===== config.mk =====
export PLATFORM = sky130hd
export DESIGN_NAME = rv32i_mem_arbiter
export DESIGN_NICKNAME = d
export VERILOG_FILES = /design/src/rtl/rv32i_mem_arbiter.sv
export SDC_FILE = /design/constraint.sdc
export NUM_CORES = 1
export LEC_CHECK = 0
export ABC_AREA = 1
export BUFFER_PORTS_ARGS = -buffer_cell sky130_fd_sc_hd__buf_2
export CAP_MARGIN = 20
export CORE_ASPECT_RATIO = 1.4
export CORE_MARGIN = 2
export CORE_UTILIZATION = 47
export DETAILED_ROUTE_END_ITERATION = 7
export GPL_ROUTABILITY_DRIVEN = 0
export GPL_TIMING_DRIVEN = 0
export HOLD_SLACK_MARGIN = 0.03
export PLACE_DENSITY = 0.84
export SYNTH_ARGS = -nofsm -noshare
export SYNTH_HDL_FRONTEND = slang
export SYNTH_SLANG_ARGS = --single-unit

===== constraint.sdc =====
create_clock -name clk -period 1.9 [get_ports clk]
set_input_delay 0.19 -clock clk [delete_from_list [all_inputs] [get_ports clk]]
set_output_delay 0.19 -clock clk [all_outputs]
set_load 0.01 [all_outputs]

===== src/rtl/rv32i_mem_arbiter.sv =====
// rv32i_mem_arbiter: round-robin I/D arbiter onto one memory port,
// one outstanding transaction, watchdog turns a hung response into err.
// Ports: clk, reset (sync, high)
//   i_*   fetch: req/addr in; gnt/rvalid/rdata/err out
//   d_*   load/store: req/op/addr/wdata/be in; gnt/rvalid/rdata/err out
//   mem_* downstream: req/we/addr/wdata/be out; gnt/rvalid/rdata in
module rv32i_mem_arbiter #(
  parameter int TIMEOUT = 255,
  parameter int CNT_W   = 8
) (
  input  logic        clk,
  input  logic        reset,
  input  logic        i_req,
  input  logic [31:0] i_addr,
  output logic        i_gnt,
  output logic        i_rvalid,
  output logic [31:0] i_rdata,
  output logic        i_err,
  input  logic        d_req,
  input  logic        d_op,
  input  logic [31:0] d_addr,
  input  logic [31:0] d_wdata,
  input  logic [3:0]  d_be,
  output logic        d_gnt,
  output logic        d_rvalid,
  output logic [31:0] d_rdata,
  output logic        d_err,
  output logic        mem_req,
  output logic        mem_we,
  output logic [31:0] mem_addr,
  output logic [31:0] mem_wdata,
  output logic [3:0]  mem_be,
  input  logic        mem_gnt,
  input  logic        mem_rvalid,
  input  logic [31:0] mem_rdata
);

  localparam logic MEM_STORE = 1'b1;
  localparam logic [CNT_W-1:0] TO_CNT = CNT_W'(TIMEOUT);

  typedef enum logic [1:0] {
    S_IDLE,
    S_ISSUE,
    S_WAIT
  } state_e;

  state_e r_state;
  state_e w_next;

  logic             r_last_d;
  logic             r_owner_d;
  logic [CNT_W-1:0] r_cnt;

  logic             r_mem_req;
  logic             r_mem_we;
  logic [31:0]      r_mem_addr;
  logic [31:0]      r_mem_wdata;
  logic [3:0]       r_mem_be;

  logic             r_i_rvalid;
  logic [31:0]      r_i_rdata;
  logic             r_i_err;
  logic             r_d_rvalid;
  logic [31:0]      r_d_rdata;
  logic             r_d_err;

  logic w_pick_i;
  logic w_pick_d;
  logic w_gnt_i;
  logic w_gnt_d;
  logic w_done;
  logic w_tout;
  logic w_to_hit;
  logic w_resp;

  // On a tie the port that did not win last time goes first.
  assign w_pick_i = i_req & ~reset & (~d_req | r_last_d);
  assign w_pick_d = d_req & ~reset & (~i_req | ~r_last_d);

  assign w_to_hit = (TIMEOUT != 0) && (r_cnt == TO_CNT);
  assign w_resp   = w_done | w_tout;

  always_ff @(posedge clk) begin
    if (reset) begin
      r_state <= S_IDLE;
    end else begin
      r_state <= w_next;
    end
  end

  always_comb begin
    w_next  = r_state;
    w_gnt_i = 1'b0;
    w_gnt_d = 1'b0;
    w_done  = 1'b0;
    w_tout  = 1'b0;
    unique case (r_state)
      S_IDLE: begin
        w_gnt_i = w_pick_i;
        w_gnt_d = w_pick_d;
        if (w_pick_i | w_pick_d) begin
          w_next = S_ISSUE;
        end
      end
      S_ISSUE: begin
        if (mem_gnt) begin
          w_next = S_WAIT;
        end
      end
      S_WAIT: begin
        if (mem_rvalid) begin
          w_done = 1'b1;
          w_next = S_IDLE;
        end else if (w_to_hit) begin
          w_tout = 1'b1;
          w_next = S_IDLE;
        end
      end
      default: w_next = S_IDLE;
    endcase
  end

  always_ff @(posedge clk) begin
    if (reset) begin
      r_last_d    <= 1'b1;
      r_owner_d   <= 1'b0;
      r_cnt       <= '0;
      r_mem_req   <= 1'b0;
      r_mem_we    <= 1'b0;
      r_mem_addr  <= '0;
      r_mem_wdata <= '0;
      r_mem_be    <= '0;
      r_i_rvalid  <= 1'b0;
      r_i_rdata   <= '0;
      r_i_err     <= 1'b0;
      r_d_rvalid  <= 1'b0;
      r_d_rdata   <= '0;
      r_d_err     <= 1'b0;
    end else begin
      r_i_rvalid <= 1'b0;
      r_d_rvalid <= 1'b0;

      if (w_gnt_i | w_gnt_d) begin
        r_mem_req <= 1'b1;
        r_owner_d <= w_gnt_d;
        r_last_d  <= w_gnt_d;
        if (w_gnt_d) begin
          r_mem_we    <= (d_op == MEM_STORE);
          r_mem_addr  <= d_addr;
          r_mem_wdata <= d_wdata;
          r_mem_be    <= d_be;
        end else begin
          r_mem_we    <= 1'b0;
          r_mem_addr  <= i_addr;
          r_mem_wdata <= '0;
          r_mem_be    <= 4'b1111;
        end
      end

      if (r_state == S_ISSUE && mem_gnt) begin
        r_mem_req <= 1'b0;
        r_cnt     <= '0;
      end else if (r_state == S_WAIT && !w_resp) begin
        r_cnt <= r_cnt + CNT_W'(1);
      end

      // A timeout returns zero data with err set.
      if (w_resp) begin
        if (r_owner_d) begin
          r_d_rvalid <= 1'b1;
          r_d_err    <= w_tout;
          r_d_rdata  <= w_done ? mem_rdata : 32'h0;
        end else begin
          r_i_rvalid <= 1'b1;
          r_i_err    <= w_tout;
          r_i_rdata  <= w_done ? mem_rdata : 32'h0;
        end
      end
    end
  end

  assign i_gnt     = w_gnt_i;
  assign d_gnt     = w_gnt_d;
  assign i_rvalid  = r_i_rvalid;
  assign i_rdata   = r_i_rdata;
  assign i_err     = r_i_err;
  assign d_rvalid  = r_d_rvalid;
  assign d_rdata   = r_d_rdata;
  assign d_err     = r_d_err;
  assign mem_req   = r_mem_req;
  assign mem_we    = r_mem_we;
  assign mem_addr  = r_mem_addr;
  assign mem_wdata = r_mem_wdata;
  assign mem_be    = r_mem_be;

endmodule


==> metrics.txt <==
status finished, final reports clean; Initial Util 47.7%; initial antenna violation count 2; CP arrival 1.51 ns; Mapped Cells 853; Logic pwr share 12.1%; DP Wirelength 14,200 microns; Row Count 49; crit path buf inv count 3; clock share of power 44.9%; Worst Max-Slew Pin Slew 0.642 ns; number of CTS-inserted buffers 17; crit path launch type flip-flop; TNS Setup 0 ns; Hold WC Path Type input pin to flip-flop; worst-path fanout max 19; Post-Syn Area 0.00606 sq mm; Pwr Density 913 mW/mm^2; max cap viols 0; CP max stage delay 0.36 ns; fin area 0.00850 sq mm; first-pass GRT wire length 30,000 microns; IO buf count 277; Initial DRT Pass Iterations 5; die extent in x 99.9 microns; vias in the first global route 6,337; number of remaining DRC errors 0; CP max-delay cell dfxtp_1; clk slew on worst S/H paths 0.06 ns; num ports 279; Die Ht 138 microns; CTS tree yes; Net Sw Frac 26.3%; final setup vio count 0; largest net degree at the start of global routing 17; Worst-Skew Late Latency 0.42 ns; initial DRC count 281; Final Max Tran Viols 0; Int Pwr 5.71 mW; DRT antenna net count 0; final design utilization 67.0%; Max rail drop VDD 0.000620 V; Hold Slack 0.0448 ns; Design Power 7.76 mW; maximum clock rate 0.589 GHz; Setup crit end kind primary output; Pleak 4.21 nW; register share of total power 43.0%; DR vias 6,605; WP data required 1.71 ns; Final Skew 0.0143 ns; WL final 19,100 microns; CTS max path bufs 2; Switch Pwr 2.04 mW; Layout area overhead 40.3%; Wirelength per Cell 14.2 microns; Mean Syn Cell Area 7.10 sq um; Post-DP Area 0.00763 sq mm; clk sinks 150; total core area 0.0127 sq mm; relative slew slack 57.2%; final-stage net count 1,313; synthesized net count 993; die area 0.0138 sq mm; gr ovfl total 0; fin crit share 89.3%; Clock Tree Root clkbuf_16; fin crit period 1.70 ns; Final Hold Fails 0; largest delay contributor family on the critical path buffers and inverters; number of H-tree levels 4; RSZ-0062 raised after global routing no; synth warn 0; buffer count from post-CTS setup fixing 0; Worst Setup Path Type flip-flop to primary output; Seq/Total Area, Yosys 49.6%; synthesized flop and latch total 150; cell breakdown of the critical path nor2_2 > nand3_2 > inv_2 > buf_6 > buf_2; share of layout cells above drive strength 1 29.4%; vias per cell 4.93; total track usage 27.4%; post-synth cell types 24
[path summary, 6_finish.rpt]
check,from,endpoint,slack (ns),cells past startpoint
max reg2reg,r_cnt[0]$_SDFFE_PP0P_,i_rdata[13]$_SDFFE_PP0P_,0.24,9
min,d_wdata[12],mem_wdata[12]$_SDFFE_PP0P_,0.04,3
min reg2reg,d_rdata[27]$_SDFFE_PP0P_,d_rdata[27]$_SDFFE_PP0P_,0.46,2
max,r_state[1]$_SDFFE_PP0P_,d_gnt,0.20,5
[power by group through the flow]
stage	Clock (mW)	Sequential [mW]	Combinational, mW
finish	3.48	3.34	0.937
global route	3.65	3.35	1.03
detailed placement	0	3.40	0.895
floorplan	0	3.46	0.425
global placement	0	3.40	0.885
CTS	3.52	3.33	0.940
[tightest hold or removal path: cells and delay by family]
family	cells	cell delay, ns
buffers and inverters	1	0.10
AOI/OAI and AO/OA	1	0.05
and+or+nand+nor	1	0.06
[routing by layer]
layer	up-vias	global-route usage [%]	wire, microns
met5	-	0	0
met4	0	13.9	800
met3	56	7.18	1340
met2	298	48.3	9680
met1	2941	29.7	7270
li1	3310	-	-
[layout by cell type, fill, tap and decap left out]
cell type      Yosys  layout
nand3_1           10      10
diode_2            0       2
buf_2              9     286
clkbuf_8           0       2
dfxtp_1          150     150
inv_2              3       3
bufinv_16          0       2
inv_1             43      43
nand2_4            2       2
or2_1              1       1
nor2_4             1       1
a21oi_1          107     107
nand4_1            1       1
nor2_2             2       2
dlygate4sd3_1      0      25
xor2_1             3       3
nand2_2            3       3
buf_4              5       3
buf_6             14      15
nand3_2            2       2
o21ai_0           40      40
nand2_1          311     311
clkbuf_16          0      17
clkinvlp_4         0       4
clkbuf_1          26      26
inv_8              0       3
inv_6              0       4
ha_1               1       1
o211ai_1           1       1
nor2_1           115     115
clkinv_1           1       1
nor3_1             2       2
[sequential cells by signal (all words and copies together), names as in the netlist]
name / count
mem_req: 1
r_state: 2
mem_we: 1
d_err: 1
i_rvalid: 1
mem_be: 4
r_cnt: 8
d_rdata: 32
r_last_d: 1
mem_addr: 32
i_rdata: 32
mem_wdata: 32
d_rvalid: 1
r_owner_d: 1
i_err: 1
[through the flow]
stage          instances  setup WS, ns
6_report            1341         0.203
5_1_grt             1341        0.0983
4_1_cts             1340        0.0377
3_5_place_dp        1283         0.279
3_3_place_gp        1283         0.291
2_1_floorplan        853         0.468
[logic make-up after synthesis]
kind of cell    synth area share [%]
simple gates                    29.0
flops                           49.6
compound gates                  12.3
buf+inv                         8.49
xor+xnor                       0.434
fa+ha+maj                      0.207
[timing repair]
| action | in CTS | in global routing |
|---|---|---|
| pin swaps | 0 | 2 |
| hold buffers | 25 | 0 |
| resized for setup | 1 | 0 |
| hold endpoints to repair | 25 | 0 |
| endpoints found under the setup margin | 1 | 1 |
[cell usage after synthesis]
master,number,area [sq um]
a21oi_1,107,536
buf_2,9,45.0
buf_4,5,37.5
buf_6,14,158
clkbuf_1,26,97.6
clkinv_1,1,3.75
dfxtp_1,150,3000
ha_1,1,12.5
inv_1,43,161
inv_2,3,11.3
nand2_1,311,1170
nand2_2,3,18.8
nand2_4,2,22.5
nand3_1,10,50.1
nand3_2,2,20.0
nand4_1,1,6.26
nor2_1,115,432
nor2_2,2,12.5
nor2_4,1,11.3
nor3_1,2,10.0
o211ai_1,1,7.51
o21ai_0,40,200
or2_1,1,6.26
xor2_1,3,26.3
[final cells by class]
type                    instances  area (sq um)
plain buffers                  53           334
diodes                          2          5.00
repair buffers                302          1640
clock buffers                  19           453
fillers                      1131          4190
clock inverters                13           159
inverters                      47           176
multi-input cells             602          2540
flip-flops and latches        150          3000
well taps                     153           191
No activity file was read; power rests on OpenSTA's default activity.
